===== src/rtl/contra_rom_arbiter.sv =====
`default_nettype none
// ============================================================================
// Module   : contra_rom_arbiter
// Purpose  : Round-robin arbiter sharing one synchronous tile/sprite ROM
//            between several pixel requesters. One grant per clock; the
//            returned palette index is steered back to its owner after the
//            ROM latency through a small tag pipeline.
// Revision : 1.0 - initial release
// ============================================================================
module contra_rom_arbiter #(
  parameter int NUM_REQ = 3,
  parameter int ADDR_W  = 15,
  parameter int DATA_W  = 5,
  parameter int ROM_LAT = 1
) (
  input  logic                      vga_clk,
  input  logic                      reset,
  input  logic [NUM_REQ-1:0]        req,
  input  logic [NUM_REQ*ADDR_W-1:0] req_addr,
  output logic [NUM_REQ-1:0]        gnt,
  output logic [ADDR_W-1:0]         rom_address,
  input  logic [DATA_W-1:0]         rom_q,
  output logic [NUM_REQ-1:0]        rd_valid,
  output logic [DATA_W-1:0]         rd_data
);

  localparam int                 c_IDX_W   = (NUM_REQ > 1) ? $clog2(NUM_REQ) : 1;
  localparam logic [c_IDX_W:0]   c_NUM_REQ = (c_IDX_W+1)'(NUM_REQ);
  localparam logic [c_IDX_W-1:0] c_LAST    = c_IDX_W'(NUM_REQ - 1);
  localparam logic [c_IDX_W-1:0] c_ONE     = c_IDX_W'(1);

  // Round-robin pointer: the requester examined first this cycle.
  logic [c_IDX_W-1:0] r_ptr;

  // Tag pipeline: one stage per cycle of ROM latency.
  logic [ROM_LAT-1:0] r_tag_vld;
  logic [c_IDX_W-1:0] r_tag_idx [ROM_LAT];

  // Arbitration results.
  logic               w_any;
  logic [c_IDX_W-1:0] w_win_idx;
  logic [c_IDX_W:0]   w_cand;

  // Scan from the pointer, wrapping; walk offsets from farthest to nearest
  // so the nearest requesting index is the one left standing.
  always_comb begin
    w_any     = 1'b0;
    w_win_idx = '0;
    w_cand    = '0;
    for (int off = NUM_REQ - 1; off >= 0; off--) begin
      w_cand = {1'b0, r_ptr} + (c_IDX_W+1)'(off);
      if (w_cand >= c_NUM_REQ) begin
        w_cand = w_cand - c_NUM_REQ;
      end
      if (req[w_cand[c_IDX_W-1:0]]) begin
        w_any     = 1'b1;
        w_win_idx = w_cand[c_IDX_W-1:0];
      end
    end
  end

  // Grant and ROM address are forced idle while reset is asserted.
  always_comb begin
    gnt         = '0;
    rom_address = '0;
    if (!reset && w_any) begin
      gnt[w_win_idx] = 1'b1;
      rom_address    = req_addr[w_win_idx*ADDR_W +: ADDR_W];
    end
  end

  // Pointer advances past the winner; it holds when nobody asks.
  always_ff @(posedge vga_clk) begin
    if (reset) begin
      r_ptr <= '0;
    end else if (w_any) begin
      r_ptr <= (w_win_idx == c_LAST) ? '0 : (w_win_idx + c_ONE);
    end
  end

  // Tag pipeline shifts every cycle; reset drops every in-flight read.
  always_ff @(posedge vga_clk) begin
    if (reset) begin
      r_tag_vld <= '0;
      for (int i = 0; i < ROM_LAT; i++) begin
        r_tag_idx[i] <= '0;
      end
    end else begin
      r_tag_vld[0] <= w_any;
      r_tag_idx[0] <= w_win_idx;
      for (int i = 1; i < ROM_LAT; i++) begin
        r_tag_vld[i] <= r_tag_vld[i-1];
        r_tag_idx[i] <= r_tag_idx[i-1];
      end
    end
  end

  // Decode the oldest tag into a one-hot return strobe.
  generate
    for (genvar k = 0; k < NUM_REQ; k++) begin : g_rd_valid
      assign rd_valid[k] = !reset && r_tag_vld[ROM_LAT-1] &&
                           (r_tag_idx[ROM_LAT-1] == c_IDX_W'(k));
    end
  endgenerate

  assign rd_data = rom_q;

endmodule
`default_nettype wire


===== config.mk =====
export PLATFORM = sky130hd
export DESIGN_NAME = contra_rom_arbiter
export DESIGN_NICKNAME = d
export VERILOG_FILES = /design/src/rtl/contra_rom_arbiter.sv
export SDC_FILE = /design/constraint.sdc
export NUM_CORES = 1
export LEC_CHECK = 0
export CORE_MARGIN = 2
export CORE_UTILIZATION = 56
export DETAILED_ROUTE_END_ITERATION = 16
export DONT_BUFFER_PORTS = 1
export PLACE_DENSITY = 0.85
export SLEW_MARGIN = 20
export SYNTH_ARGS = -nofsm -noshare
export SYNTH_HDL_FRONTEND = slang
export SYNTH_SLANG_ARGS = --single-unit

===== constraint.sdc =====
create_clock -name vga_clk -period 2.2 [get_ports vga_clk]
set_input_delay 0.11 -clock vga_clk [delete_from_list [all_inputs] [get_ports vga_clk]]
set_output_delay 0.11 -clock vga_clk [all_outputs]
set_load 0.1 [all_outputs]

==> metrics.md, run 1 <==
| Metric | Value |
|---|---|
| Run status | did not finish |
| Last stage | 3_5_place_dp |
| First logged error message | [ERROR DPL-0033] detailed placement checks failed during check placement. |
| Combinational family with the most area after synthesis | compound AO/OA/AOI/OAI gates |
| Count of flip-flops with a built-in enable after synthesis | 0 |
| Most frequently used cell type in the post-synthesis netlist | nor3_1 |
| Compound-cell area share of the yosys netlist | 29.3% |
| Most frequent cells after synthesis | nor3_1 (17), mux2i_1 (16), a211oi_2 (8) |
| Floorplan die width | 45.8 um |
| Most common flop cell mapped by yosys | dfxtp_1 |
| Xor/xnor share of the synthesized area | 0% |
| Count of boundary I/O pins | 81 |
| Cell Rows | 15 |
| Post-detailed-placement half-perimeter wirelength | 3850 um |
| Synthesized cell area | 977 um^2 |
| Share of synthesized area spent on multiplexers | 19.8% |
| Number of distinct library cells after synthesis | 38 |
| Adder and majority cell fraction of the synthesized area | 3.84% |
| Syn. warnings | 0 |
| Leading post-synthesis cells by cell area | mux2i_1 (16%), a211oi_2 (10%), dfxtp_1 (10%), nor3_1 (8.7%), a211oi_1 (5.4%) |
| Fraction of synthesis flops using an asynchronous set or reset pin | 0% |
| Top cell type by total area after synthesis | mux2i_1 |
| Synthesized net count | 174 |
| Simple-Gate Fraction of Synth Area | 22.2% |
| Final weighted congestion in routability-driven placement | 0.822 |
| Die H | 45.8 um |
| Initial core utilization | 57.9% |
| Average cell area after synthesis | 8.42 um^2 |
| Sequential area share after synthesis | 10.2% |
| Fraction of post-synthesis cell area in the top cell type by area | 16.4% |
| Yosys reg bits | 5 |
| Number of buffer cells added on primary ports | 0 |
| Post-Synthesis Cells | 116 |
==> logic make-up after synthesis <==
group,Yosys count
mux,18
simple gates,37
fa+ha+maj,3
compound gates,33
buf+inv,20
flops,5
==> metrics by stage <==
stage	setup TNS [ns]	setup WS, ns	hold WS [ns]	cells	instance area [um^2]
floorplan	-8.93	-1.19	0.172	116	1240
global placement	-0.276	-0.0346	0.178	152	1670
==> run 2: changes to the inputs <==
--- a/config.mk
+++ b/config.mk
@@ -5,11 +5,11 @@
 export SDC_FILE = /design/constraint.sdc
 export NUM_CORES = 1
 export LEC_CHECK = 0
-export CORE_MARGIN = 2
-export CORE_UTILIZATION = 56
+export CORE_AREA = 2 2 63 65
 export DETAILED_ROUTE_END_ITERATION = 16
+export DIE_AREA = 0 0 65 67
 export DONT_BUFFER_PORTS = 1
-export PLACE_DENSITY = 0.85
+export PLACE_DENSITY_LB_ADDON = 0.15
 export SLEW_MARGIN = 20
 export SYNTH_ARGS = -nofsm -noshare
 export SYNTH_HDL_FRONTEND = slang
==> constraint.sdc (replaced) <==
create_clock -name vga_clk -period 2.9 [get_ports vga_clk]
set_input_delay 0.145 -clock vga_clk [delete_from_list [all_inputs] [get_ports vga_clk]]
set_output_delay 0.145 -clock vga_clk [all_outputs]
set_load 0.1 [all_outputs]
==> run 2 against run 1 <==
Effect of this change:
- the flow now finishes without violations
- synthesized cell count stayed put
- synthesized area did not move
==> metrics.md, run 2 <==
| Metric | Value |
|---|---|
| Run status | completed |
| Pin count of the biggest net entering global routing | 18 |
| Multi-input gate area | 956 um^2 |
| Core Util, Final | 45.8% |
| Sequential cell area | 100 um^2 |
| Grt total ovfl | 0 |
| Top cell type by total area after synthesis | mux2i_1 |
| Number of distinct library cells after synthesis | 38 |
| Number of nets with antenna violations after routing | 0 |
| Floorplan die width | 65 um |
| Detailed-route DRC error count | 0 |
| Ratio of final minimum period to clock period | 97.3% |
| Count of flip-flops with a built-in enable after synthesis | 0 |
| Via count of the first global-routing pass | 1020 |
| First-pass GRT wire length | 4600 um |
| Kind of end point of the critical path | primary output |
| Post-Synthesis Cells | 116 |
| Average cell area after synthesis | 8.42 um^2 |
| Max Buffers Root-to-Sink | 2 |
| Inserted Diodes | 0 |
| Number of buffer cells added on primary ports | 0 |
| Most common flop cell mapped by yosys | dfxtp_1 |
| Vias | 972 |
| Total routing usage reported by global routing | 13.6% |
| Fraction of post-synthesis cell area in the top cell type by area | 16.4% |
| Clock tree from TritonCTS | built |
| Syn. warnings | 0 |
| Total die area | 4360 um^2 |
| Setup crit start kind | register |
| Count of boundary I/O pins | 81 |
| Share of cells above drive strength 1 | 48.6% |
| Top cell by count, worst path | buf_12 |
| Area Growth Syn to Fin | 69.0% |
| Synthesized cell area | 977 um^2 |
| Most frequently used cell type in the post-synthesis netlist | nor3_1 |
| H-tree levels | 1 |
| Fillers | 344 |
| Post-detailed-placement half-perimeter wirelength | 2430 um |
| Die H | 67 um |
| Highest-count cells in the layout ignoring fill and taps | buf_12 (18), mux2i_1 (16), nor3_1 (16), a211oi_4 (15), buf_4 (13) |
| Worst Path Required | 2.76 ns |
| Synthesized net count | 174 |
| Clk root buf | clkbuf_8 |
| Crit Path Class | reg2out |
| Most frequent cells after synthesis | nor3_1 (17), mux2i_1 (16), a211oi_2 (8) |
| Core region area | 3610 um^2 |
| Initial core utilization | 27.1% |
| Arrival time reported for the critical path endpoint | 2.68 ns |
| CP max FO | 10 |
| Final weighted congestion in routability-driven placement | 0.751 |
| Max-slew violation count | 0 |
| Via density per instance | 5.23 |
| CP max stage delay | 0.54 ns |
| Slew at the pin closest to its max-slew limit | 0.379 ns |
| Setup violations, final | 0 |
| CTS clk-pin slew, worst paths | 0.03 ns |
| Shortest period the worst path allows | 2.82 ns |
| Detailed-route wire length | 2910 um |
| Nets | 197 |
| List of cells traversed by the critical path | inv_1 -> ha_2 -> mux2i_1 -> a21oi_2 -> or4_4 -> nand2_4 -> buf_12 -> a211oi_4 -> buf_12 |
| Skew-Pair Late Insertion Delay | 0.22 ns |
| Most common cell after layout, fill and taps aside | buf_12 |
| Number of antenna violations at the first check in global routing | 0 |
| Yosys reg bits | 5 |
| Initial DRC Count | 36 |
| Number of buffers inserted during clock tree synthesis | 3 |
| Fraction of synthesis flops using an asynchronous set or reset pin | 0% |
| Tightest Hold Check Type | in2reg |
| Top achievable clock speed | 354 MHz |
| Number of clock sinks seen by CTS | 5 |
| Maximum clock skew at final layout | 0.00171 ns |
| Critical Path Slowest Stage Cell | or4_4 |
| Routed length per placed instance | 15.7 um |
| Largest registers in the final layout | r_ptr: 2 flops, r_tag_idx: 2 flops, r_tag_vld: 1 flops |
| Cell Rows | 22 |
| Leading post-synthesis cells by cell area | mux2i_1 (16%), a211oi_2 (10%), dfxtp_1 (10%), nor3_1 (8.7%), a211oi_1 (5.4%) |
| Setup repair after global routing missed its margin | no |
| Slew HR | 74.5% |
| Max-Cap Viols | 0 |
| Sequential area share after synthesis | 10.2% |
| DR pass1 iterations | 6 |
| Final Hold Violating Endpoints | 0 |
==> run 2: cell counts after synthesis <==
No cell type changed its count.
==> run 2: final timing paths <==
| kind | start | end | slack [ns] | cells past startpoint |
|---|---|---|---|---|
| max | r_ptr[0] | rom_address[4] | 0.08 | 9 |
| min | reset | r_ptr[0] | 0.04 | 1 |
| max reg2reg | r_ptr[0] | r_tag_idx[0][1] | 0.53 | 8 |
| min reg2reg | r_ptr[0] | r_ptr[0] | 0.56 | 2 |
==> run 2: what timing repair did <==
action	CTS	global route
resized for setup	0	2
setup buffers	0	2
setup endpoints to repair	0	17
hold buffers	1	0
endpoints found under the hold margin	2	0
==> run 2: through the flow <==
stage                     instances  setup TNS [ns]  setup WS [ns]  hold slack, ns  instance area, um^2
after floorplan                 116           -1.26         -0.527           0.214                 1140
after global placement          179               0          0.344           0.216                 1580
after detailed placement        179               0          0.293           0.219                 1580
after CTS                       184               0         0.0471          0.0311                 1630
after global routing            186               0        0.00505          0.0400                 1650
final                           186               0         0.0773          0.0383                 1650
==> run 2: kinds of logic after synthesis <==
| logic type | share of synthesized area [%] |
|---|---|
| AND/OR/NAND/NOR | 22.2 |
| AO/OA/AOI/OAI | 29.3 |
| buffers and inverters | 14.6 |
| multiplexers | 19.8 |
| flip-flops | 10.2 |
| adder cells (fa/ha/maj) | 3.84 |
==> run 2: final cells by class <==
type	count	share of cell area, %
clock buffer	4	2.73
multi-input combinational	91	57.9
inverter	6	1.36
timing repair buffer	32	28.3
tap	48	3.64
sequential	5	6.06
==> run 2: critical path: cells and delay by family, from the launching register on <==
kind / cells / cell delay (ns)
buf+inv: 3 / 0.46
flops: 1 / 0.34
compound gates: 2 / 0.18
fa+ha+maj: 1 / 0.40
mux: 1 / 0.30
simple gates: 2 / 0.76
==> run 2: layer usage <==
layer / vias to the layer above / GRT usage [%] / wire length [um]
met5: - / 0 / 0
met4: 0 / 4.79 / 0
met3: 0 / 4.05 / 256
met2: 44 / 25.4 / 1570
met1: 469 / 14.5 / 1090
li1: 459 / - / -
Power of run 2 is not shown: default switching activity piles up to over one toggle a cycle in this logic, so the estimate is an artifact.
